### config.mk
export PLATFORM = sky130hd
export DESIGN_NAME = shared_fifo_ctrl
export DESIGN_NICKNAME = d
export VERILOG_FILES = /design/src/rtl/shared_fifo_ctrl.sv
export SDC_FILE = /design/constraint.sdc
export NUM_CORES = 1
export LEC_CHECK = 0
export ABC_AREA = 1
export BUFFER_PORTS_ARGS = -buffer_cell sky130_fd_sc_hd__buf_2
export CAP_MARGIN = 40
export CORE_MARGIN = 5
export CORE_UTILIZATION = 46
export DETAILED_ROUTE_END_ITERATION = 8
export HOLD_SLACK_MARGIN = 0.02
export PLACE_DENSITY_LB_ADDON = 0.12
export SETUP_SLACK_MARGIN = 0.05
export SLEW_MARGIN = 20
export SYNTH_ARGS = -nofsm -noshare
export SYNTH_HDL_FRONTEND = slang
export SYNTH_SLANG_ARGS = --single-unit
### constraint.sdc
create_clock -name clock -period 2.15 [get_ports clock]
set_clock_uncertainty 0.15 [all_clocks]
set_input_delay 0.215 -clock clock [delete_from_list [all_inputs] [get_ports clock]]
set_output_delay 0.215 -clock clock [all_outputs]
set_load 0.05 [all_outputs]
### src/rtl/shared_fifo_ctrl.sv
// shared_fifo_ctrl: round-robin push arbiter and pointer controller for one shared FIFO array
module shared_fifo_ctrl #(
  parameter int NUM_REQ = 4,
  parameter int DEPTH   = 8,
  parameter int ADDR_W  = 3
) (
  input  logic               clock,
  input  logic               reset,
  input  logic               enable,
  input  logic [NUM_REQ-1:0] req,
  input  logic               pop_req,
  output logic [NUM_REQ-1:0] gnt,
  output logic               push,
  output logic               pop,
  output logic [ADDR_W-1:0]  wr_addr,
  output logic [ADDR_W-1:0]  rd_addr,
  output logic [ADDR_W:0]    count,
  output logic               full,
  output logic               empty
);
  localparam int IDX_W = (NUM_REQ > 1) ? $clog2(NUM_REQ) : 1;
  logic [ADDR_W-1:0] wr_ptr, rd_ptr;
  logic [ADDR_W:0]   cnt;
  logic [IDX_W-1:0]  last_gnt, nxt_idx, k;
  logic              found;
  // first requesting producer after the last grantee, wrapping modulo NUM_REQ
  always_comb begin
    nxt_idx = '0;
    k = '0;
    found = 1'b0;
    for (int i = 1; i <= NUM_REQ; i++) begin
      k = IDX_W'((int'(last_gnt) + i) % NUM_REQ);
      if (!found && req[k]) begin
        found = 1'b1;
        nxt_idx = k;
      end
    end
  end
  assign full    = cnt == (ADDR_W+1)'(DEPTH);
  assign empty   = cnt == '0;
  assign push    = reset & enable & found & !full;
  assign pop     = reset & enable & pop_req & !empty;
  assign gnt     = push ? NUM_REQ'(1) << nxt_idx : '0;
  assign wr_addr = wr_ptr;
  assign rd_addr = rd_ptr;
  assign count   = cnt;
  // pointers, occupancy and arbitration history advance only on issued strobes
  always_ff @(posedge clock) begin
    if (!reset) begin
      wr_ptr   <= '0;
      rd_ptr   <= '0;
      cnt      <= '0;
      last_gnt <= IDX_W'(NUM_REQ - 1);
    end else begin
      if (push) begin
        wr_ptr   <= wr_ptr + 1'b1;
        last_gnt <= nxt_idx;
      end
      if (pop) rd_ptr <= rd_ptr + 1'b1;
      if (push != pop) cnt <= push ? cnt + 1'b1 : cnt - 1'b1;
    end
  end
endmodule

==> impl_results.md, run 1 <==
* Status: finished, violations left
* Failing checks: setup timing
* Fin. Hold Viols at 0
* Routed Antenna Nets at 0
* Starting Density at 0.4855
* Main combinational cell family by area after synthesis: simple AND/OR/NAND/NOR gates
* Post-detailed-route wirelength per cell at 13.54 µm
* Setup_tns at -660.2 ps
* CTS tree: yes
* Syn Inst Count at between 100 and 150
* Site row count at 16
* Xor/xnor share of the synthesized area at 0.009103
* Syn Area/Cell at 6.776 µm²
* Total number of yosys warnings at 0
* Pre-CTS setup slack at -163.8 ps
* PD cells at 982.4 nW/µm²
* Max cap viols at 0
* Reg2reg end: count[3]$_SDFFE_PN0P_
* Die area at 3106 µm²
* Net Sw Frac at 0.5121
* Total CTS buffers at 3
* Setup violators final at 7
* Core ar. at 1982 µm²
* Routed via count at 1,071
* Reg2reg path depth at 15
* Buffer depth of the longest clock path at 2
* Worst Hold Launch: reset
* R2r setup slk at -100 ps
* DRC at 0
* Hold WC Path Type: in2reg
* Met1 Use GR at 0.2053
* Critical Path RT at 1780 ps
* Share of layout cells above drive strength 1 at 0.6296
* CP Class: reg2out
* Met3 Use GR at 0.03712
* Ports at 26
* Clock transition at path regs at 90 ps
* Sequential fraction of the synthesis area at 0.2497
* Met2 global-route usage at 0.3159
* FILL cells at 128
* Worst hold path cell count at 3
* Die Height at ~56 µm
* CP endpoint kind: primary output
* Gr usage total at 0.1753
* Arrival @ worst endpoint at just under 2000 ps
* Clock power frac at 0.126
* Fmax at 431.3 MHz
* Final Max Slew Viols at 0
* First-pass GRT wire length at between 4000 and 5000 µm
* Flop pwr share at 0.210
* Worst-margin pin slew at about 250 ps
* Hold EP: last_gnt[1]$_SDFFE_PN1P_
* CTS HTree Levels at 1
* Die Wd at 55.74 µm
* Synth Area in Simple Gates at 0.4746
* Cell internal pwr at approximately 0.76 mW
* Final HPWL DP at 1681 µm
* Cell Area, Synth at 962.2 µm²
* Root Driver: clkbuf_4
* Ant diodes at 0
* Initial antenna violation count at 0
* Worst VDD drop at 661.2 µV
* Tmin final at 2319 ps
* Drt first pass iters at 4
* Psw at roughly 0.79 mW
* Synth Area in Compound Gates at 0.09753
* DRT iter0 DRCs at 22
* Yosys reg bits at 12
* Synth cell types at 27
* Final Total Pwr at ~1.5 mW
* Via/cell ratio at 4.958
* Gpl congestion at 0.9039
* Vias in the first global route at 1,079
* Multi-input logic area at 827.0 µm²
* Synth Net Count at 155
* Post-synthesis mux area share at 0
* Worst r2r src: last_gnt[0]$_SDFFE_PN1P_
* Area Overhead vs Synth at 63.98%
* Leakage at 0.8033 nW
* Final worst slack at -168.5 ps
* Combinational group share of total power at 0.664
* Fin nets at 203
* Crit start category: flip-flop
* Grt total ovfl at 0
* RSZ-0062 raised after global routing: true
* Port Buf Inserts at 25
* Hold-fix buffers at CTS at 0
* Fin crit share at 1.078
* Area share of fa/ha/maj cells after synthesis at 0.07282
* Rel. slew slack at 0.8320
* Clock sink count at 12
* Clock latency at the later pin of the worst-skew pair at around 280 ps
* FF+latch area at 257.7 µm²
* WL final at 2925 µm
* Crit-path max FO at 8
* Global-route layer with the greatest usage: met2
* Largest net degree at the start of global routing at 13
[worst max-delay path: stages (launching register included)]
cell	delay (ps)
dfxtp_4	430
inv_8	70
nand2_2	90
nand2_2	70
nor2_4	150
nor2_4	60
nand3_4	90
nand2_4	70
buf_6	140
inv_6	70
nand3_4	100
a21oi_2	140
buf_6	170
[stage by stage]
| stage | area (µm²) | std cells | util | hold WS, ps |
|---|---|---|---|---|
| 2_1_floorplan | 1010 | 142 | - | 203.4 |
| 3_3_place_gp | 1220 | 201 | 0.6155 | 295.6 |
| 3_5_place_dp | 1220 | 201 | 0.6155 | 303.9 |
| 4_1_cts | 1448 | 211 | 0.7304 | 179.0 |
| 5_1_grt | 1578 | 216 | 0.7961 | 212.1 |
| 6_report | 1578 | 216 | 0.7961 | 179.4 |
[cell type report]
cell class              count  share of cell area
well taps                  27             0.02141
flip-flops and latches     12              0.1634
repair buffers             45              0.2133
multi-input cells         109              0.5242
inverters                  19             0.05472
clock buffers               4             0.02300
[cell families (layout without fill, tap and decap cells)]
family / after synthesis / after routing
and+or+nand+nor: 87 / 87
buffers and inverters: 21 / 68
AOI/OAI and AO/OA: 16 / 16
DFF: 12 / 12
adders and majority gates: 5 / 5
xor gates and xnor gates: 1 / 1
[Yosys cell counts]
| cell type | instances | share of area |
|---|---|---|
| nand2_1 | 40 | 0.16 |
| nor2_1 | 17 | 0.066 |
| inv_1 | 14 | 0.055 |
| dfxtp_1 | 12 | 0.25 |
| nand3_1 | 10 | 0.052 |
| nand2_2 | 8 | 0.052 |
| a21oi_1 | 5 | 0.026 |
| nand2_4 | 5 | 0.059 |
| ha_1 | 4 | 0.052 |
| o21ai_0 | 4 | 0.021 |
| inv_2 | 3 | 0.012 |
| inv_4 | 2 | 0.013 |
| nand3_2 | 2 | 0.021 |
| o211ai_1 | 2 | 0.016 |
| o21ai_1 | 2 | 0.010 |
| a21oi_2 | 1 | 0.0091 |
| a31oi_1 | 1 | 0.0065 |
| buf_2 | 1 | 0.0052 |
| buf_6 | 1 | 0.012 |
| fa_1 | 1 | 0.021 |
| nand3_4 | 1 | 0.018 |
| nor2_8 | 1 | 0.021 |
| nor3_2 | 1 | 0.010 |
| nor3b_2 | 1 | 0.013 |
| o21ai_2 | 1 | 0.0091 |
| or2_1 | 1 | 0.0065 |
| xnor2_1 | 1 | 0.0091 |
[layer usage]
metal	routed length (µm)	share of wire
met3	134	0.046
met2	1563	0.53
met5	0	0
met1	1206	0.41
met4	21	0.0072
[power groups by stage]
stage               Sequential, mW  Combinational [mW]  Clock (mW)
finish                       0.326                1.03       0.195
floorplan                    0.398               0.521           0
global route                 0.335                1.10       0.202
CTS                          0.320               0.904       0.195
global placement             0.317               0.763           0
detailed placement           0.317               0.772           0
[state kept, by name, summed over array words and instances, names as in the netlist]
register and cells:
count 4, rd_addr 3, wr_addr 3, last_gnt 2
[worst max-delay path by stage]
| stage | depth (start not counted) | startpoint | endpoint | slack (ps) |
|---|---|---|---|---|
| detailed placement | 15 | last_gnt[0]$_SDFFE_PN1P_ | count[3]$_SDFFE_PN0P_ | -160 |
| finish | 12 | last_gnt[0]$_SDFFE_PN1P_ | gnt[2] | -170 |
| global route | 12 | last_gnt[0]$_SDFFE_PN1P_ | gnt[2] | -270 |
| global placement | 15 | last_gnt[0]$_SDFFE_PN1P_ | count[3]$_SDFFE_PN0P_ | -90 |
| CTS | 14 | last_gnt[0]$_SDFFE_PN1P_ | gnt[2] | -80 |
| floorplan | 13 | count[1]$_SDFFE_PN0P_ | count[3]$_SDFFE_PN0P_ | -420 |
[cells in the final DEF, fill, tap and decap left out, types with 4 or more instances in the layout]
cell     netlist  routed
nand2_1       40      21
buf_4          0      14
a21oi_1        5       4
inv_1         14      11
dfxtp_4        0       4
nand3_2        2       7
inv_2          3       5
buf_6          1       9
nand3_1       10       4
buf_2          1      20
nand2_2        8      20
dfxtp_1       12       6
nand2_4        5      12
nor2_1        17      11
[repair_timing]
action	CTS	global route
buffers inserted	6	5
pin swaps	13	13
cloned	0	0
gates resized for setup	45	26
setup endpoints to repair	8	8
Note: power is estimated with default switching activity, not from simulation.
==> inputs of run 2 (changes only) <==
--- a/config.mk
+++ b/config.mk
@@ -10,5 +10,5 @@
 export CAP_MARGIN = 40
 export CORE_MARGIN = 5
-export CORE_UTILIZATION = 46
+export CORE_UTILIZATION = 51
 export DETAILED_ROUTE_END_ITERATION = 8
 export HOLD_SLACK_MARGIN = 0.02
==> constraint.sdc (replaced) <==
create_clock -name clock -period 2.4 [get_ports clock]
set_clock_uncertainty 0.15 [all_clocks]
set_input_delay 0.48 -clock clock [delete_from_list [all_inputs] [get_ports clock]]
set_output_delay 0.48 -clock clock [all_outputs]
set_load 0.05 [all_outputs]
==> impl_results.md, run 2 (synthesized netlist as in run 1, its figures left out) <==
* Crit-path max FO at 8
* First-pass GRT wire length at ~4500 µm
* Final HPWL DP at 1800 µm
* Fin. Hold Viols at 0
* Via/cell ratio at around 5.5
* Final Cell Area at between 1500 and 2000 µm²
* Crit-path most repeated cell: nand2_4
* Placement-stage cell area at approximately 1200 µm²
* Grt total ovfl at 0
* Leakage at 0.7846 nW
* Hold-fix buffers at CTS at 0
* Crit start category: flip-flop
* DRC at 0
* Area Overhead vs Synth at 62.42%
* Setup_tns at -414.9 ps
* CTS HTree Levels at 1
* Routed via count at about 1,200
* Starting Density at 0.5454
* Hold WC Path Type: reg2reg
* CP endpoint kind: primary output
* Max cap viols at 0
* Ant diodes at 0
* Worst VDD drop at 721.5 µV
* Buffer depth of the longest clock path at 2
* Gr usage total at 0.2235
* Crit path largest cell delay at 440 ps
* Fmax at 394.6 MHz
* Final worst slack at -133.9 ps
* Gpl congestion at 0.8259
* DRT iter0 DRCs at 34
* Share of layout cells above drive strength 1 at 0.6183
* Arrival @ worst endpoint at roughly 1900 ps
* Clock transition at path regs at 80 ps
* Clock latency at the later pin of the worst-skew pair at 280 ps
* Core ar. at 1764 µm²
* Failing checks: setup timing
* WL final at 3591 µm
* Critical Path RT at 1770 ps
* Root Driver: clkbuf_4
* CTS tree: yes
* Worst hold path cell count at 2
* Fin nets at 200
* Worst-margin pin slew at around 270 ps
* Die Height at 53.44 µm
* FF+latch area at 257.7 µm²
* Number of flip-flops in the largest register at 4
* Final Max Slew Viols at 0
* Clock sink count at 12
* Total CTS buffers at 3
* Most common cell after layout, fill and taps aside: nand2_1
* Rel. slew slack at 0.8205
* Port Buf Inserts at 25
* Reg2reg path depth at 18
* CP Class: reg2out
* Multi-input logic area at 855.8 µm²
* Ports at 26
* Post-detailed-route wirelength per cell at 17.02 µm
* R2r setup slk at -20 ps
* Most frequent cells in the layout: nand2_1 (22), buf_2 (20), nand2_2 (18), buf_4 (15)
* Die Wd at 53.44 µm
* PD cells at 894.8 nW/µm²
* Routed Antenna Nets at 0
* RSZ-0062 raised after global routing: true
* Final Total Pwr at 1.398 mW
* Slowest-stage cell, CP: dfxtp_4
* Drt first pass iters at 4
* Status: finished, violations left
* Die area at 2855 µm²
* Setup violators final at 6
* Worst path cell trace: inv_8, nand2_2, nand2_2, nand2_4, nand2_4, nor2_8, nand2_4, nand3_2, nand2_4, buf_4, nor2_4, buf_8
* Tmin final at between 2000 and 3000 ps
* Initial antenna violation count at 0
* Largest net degree at the start of global routing at 13
* FILL cells at 100
* Fin crit share at 1.056
* Final hold slack at about 300 ps
* Vias in the first global route at 1,019
* Final core utilization at 0.8858
* Site row count at 15
## run 2: changes by cell type in the layout (fill, tap and decap cells not counted), sizes merged
cell    change
buf         -3
clkbuf      -1
clkinv      +1
## run 2: critical path, delay by kind of cell (launching register included)
kind                   cells  cell delay [ps]
AND/OR/NAND/NOR            9              810
flip-flops                 1              440
buffers and inverters      3              370
## run 2: metal layers
layer	vias to the layer above	share of wire	GRT usage
li1	542	-	-
met1	547	0.36	0.2551
met2	61	0.52	0.4143
met3	20	0.067	0.05070
met4	0	0.051	0.04681
met5	-	0	0
## run 2: path summary, 6_finish.rpt
check                            endpoint                      from
hold reg to reg   rd_addr[2]$_SDFFE_PN0P_   rd_addr[2]$_SDFFE_PN0P_
setup reg to reg    count[3]$_SDFFE_PN0P_  last_gnt[0]$_SDFFE_PN1P_
hold / removal    rd_addr[2]$_SDFFE_PN0P_   rd_addr[2]$_SDFFE_PN0P_
setup / recovery                   gnt[3]  last_gnt[0]$_SDFFE_PN1P_
## run 2: cell type report
type	count	area share
Multi-Input combinational cell	109	0.5476
Timing Repair Buffer	42	0.1938
Sequential cell	12	0.1649
Inverter	19	0.05685
Tap cell	25	0.02002
Clock buffer	3	0.01441
Clock inverter	1	0.002402
## run 2: power by group
part / internal [mW] / switching, mW / leakage, nW
combinational: 0.338 / 0.628 / 0.669
clock: 0.0604 / 0.0738 / 0.0154
sequential: 0.236 / 0.0624 / 0.100
total: 0.634 / 0.764 / 0.785
## run 2: repair_timing
| action | CTS | global route |
|---|---|---|
| setup buffers | 3 | 4 |
| gates resized for setup | 42 | 29 |
| pin swaps | 12 | 9 |
| endpoints found under the setup margin | 6 | 6 |
| gates cloned | 0 | 0 |
## run 2: through the flow
step | setup slack [ps] | cells
2_1_floorplan | -172.8 | 142
3_3_place_gp | -36.96 | 200
3_5_place_dp | -100.5 | 200
4_1_cts | -57.27 | 207
5_1_grt | -235.2 | 211
6_report | -133.9 | 211
==> inputs of run 3 (changes only) <==
Settings changed: SETUP_SLACK_MARGIN 0.05 to 0.4.
==> impl_results.md, run 3 (synthesized netlist as in run 1, its figures left out) <==
* Final Total Pwr at 1.410 mW
* DRC at 0
* Final Max Slew Viols at 0
* Grt total ovfl at 0
* Ant diodes at 0
* R2r setup slk at 0 ps
* Rel. slew slack at 0.7798
* Die area at approximately 2900 µm²
* Share of layout cells above drive strength 1 at 0.5876
* Clock latency at the later pin of the worst-skew pair at approximately 290 ps
* Combinational group share of total power at 0.695
* CP endpoint kind: primary output
* Worst path cell trace: inv_8, nand2_2, nand2_4, buf_4, nor2_1, o21ai_1, nand2_1, nand2_2, nand2_1, nand2_1, nor2_2, buf_6
* Final worst slack at -193.4 ps
* Tmin final at ~2600 ps
* Status: finished, violations left
* Most frequent cells in the layout: nand2_1 (29), buf_4 (20), buf_2 (18), inv_1 (12), nand2_2 (12)
* Drt first pass iters at 4
* Worst-margin pin slew at 330.0 ps
* WL final at roughly 3700 µm
* Worst hold path cell count at 2
* Ports at 26
* Net Sw Frac at 0.5333
* Die Height at 53.44 µm
* Failing checks: setup timing
* Fin crit share at 1.081
* Fin nets at ~210
* Root Driver: clkbuf_4
* Max cap viols at 0
* Final HPWL DP at 1797 µm
* Reg2reg end: count[3]$_SDFFE_PN0P_
* CP Class: reg2out
* Multi-input logic area at 825.8 µm²
* RSZ-0062 raised after global routing: true
* Total CTS buffers at 3
* Routed Antenna Nets at 0
* Arrival @ worst endpoint at 1960 ps
* FILL cells at 71
* Leakage at 0.8175 nW
* Routed via count at 1,219
* Worst VDD drop at 679.3 µV
* Fin. Hold Viols at 0
* Crit-path most repeated cell: nand2_1
* Core ar. at about 1800 µm²
* Clock sink count at 12
* Worst r2r src: last_gnt[0]$_SDFFE_PN1P_
* Fmax at ~390 MHz
* PD cells at 870.7 nW/µm²
* Cell internal pwr at 0.6579 mW
* Setup_tns at -634.3 ps
* Die Wd at 53.44 µm
* Buffer depth of the longest clock path at 2
* Psw at 0.7519 mW
* Gpl congestion at 0.8328
* Area Overhead vs Synth at 68.27%
* Flop pwr share at 0.206
* Hold WC Path Type: reg2reg
* Clock power frac at 0.099
* Post-detailed-route wirelength per cell at 17.00 µm
* Critical Path RT at 1770 ps
* FF+latch area at between 200 and 300 µm²
* Reg2reg path depth at 18
* Initial antenna violation count at 0
* Crit-path max FO at 8
* DP Cell Count at 200
* Largest net degree at the start of global routing at 13
* Worst Hold Launch: wr_addr[2]$_SDFFE_PN0P_
* Number of flip-flops in the largest register at 4
* First-pass GRT wire length at approximately 4700 µm
* Hold EP: wr_addr[2]$_SDFFE_PN0P_
* Site row count at 15
* CTS tree: yes
* Clock transition at path regs at 90 ps
* Finished Layout Cells at between 200 and 250
* Slowest-stage cell, CP: dfxtp_4
* Crit start category: flip-flop
* Via/cell ratio at about 5.6
* Gr usage total at 0.2290
* Crit path largest cell delay at between 400 and 500 ps
* DRT iter0 DRCs at 58
* Port Buf Inserts at 25
* Most common cell after layout, fill and taps aside: nand2_1
* CTS HTree Levels at 1
* Setup violators final at 5
* Vias in the first global route at 1,065
* Starting Density at 0.5454
[run 3: cell count changes in the layout (fill, tap and decap cells not counted), sizes merged]
cell	before	now
buf	42	50
[run 3: timing repair]
action,CTS,global route
setup buffers,9,6
hold buffers,0,0
setup endpoints to repair,10,13
pin swaps,17,12
gates resized for setup,50,20
[run 3: metrics by stage]
step | utilization | cell area [µm²] | hold WS [ps] | setup WS [ps]
CTS | 0.8482 | 1496 | 321.9 | -36.05
global route | 0.9177 | 1619 | 348.8 | -250.1
global placement | 0.7028 | 1240 | 290.5 | -31.16
finish | 0.9177 | 1619 | 317.2 | -193.4
floorplan | - | 1025 | 401.3 | -169.5
detailed placement | 0.7028 | 1240 | 309.8 | -72.61
[run 3: cell type report]
cell class,instances,area share
Multi-Input combinational cell,109,0.5100
Timing Repair Buffer,50,0.2388
Inverter,19,0.05641
Tap cell,25,0.01932
Clock inverter,1,0.002318
Sequential cell,12,0.1592
Clock buffer,3,0.01391
[run 3: how the worst max path moves through the flow]
stage / from / endpoint / slack, ps / cells past startpoint
2_1_floorplan: count[1]$_SDFFE_PN0P_ / count[3]$_SDFFE_PN0P_ / -170 / 13
3_3_place_gp: req[1] / gnt[0] / -30 / 13
3_5_place_dp: req[3] / gnt[2] / -70 / 13
4_1_cts: last_gnt[0]$_SDFFE_PN1P_ / gnt[2] / -40 / 13
5_1_grt: last_gnt[0]$_SDFFE_PN1P_ / gnt[2] / -250 / 11
6_report: last_gnt[0]$_SDFFE_PN1P_ / gnt[0] / -190 / 12
[run 3: metal layers]
layer,global-route usage,part of all wire
met1,0.2626,0.39
met2,0.4102,0.48
met3,0.05070,0.082
met4,0.07660,0.048
met5,0,0
[run 3: critical path: cells and delay by family (launching register included)]
kind	cells	cell delay (ps)
AND/OR/NAND/NOR	8	750
flip-flops	1	440
buffers and inverters	3	380
AO/OA/AOI/OAI	1	100
[run 3: power groups by stage]
stage          Combinational (mW)  Clock [mW]  Sequential (mW)
2_1_floorplan               0.477           0            0.357
3_3_place_gp                0.688           0            0.280
3_5_place_dp                0.706           0            0.284
4_1_cts                     0.830       0.139            0.287
5_1_grt                      1.03       0.152            0.295
6_report                    0.980       0.139            0.291
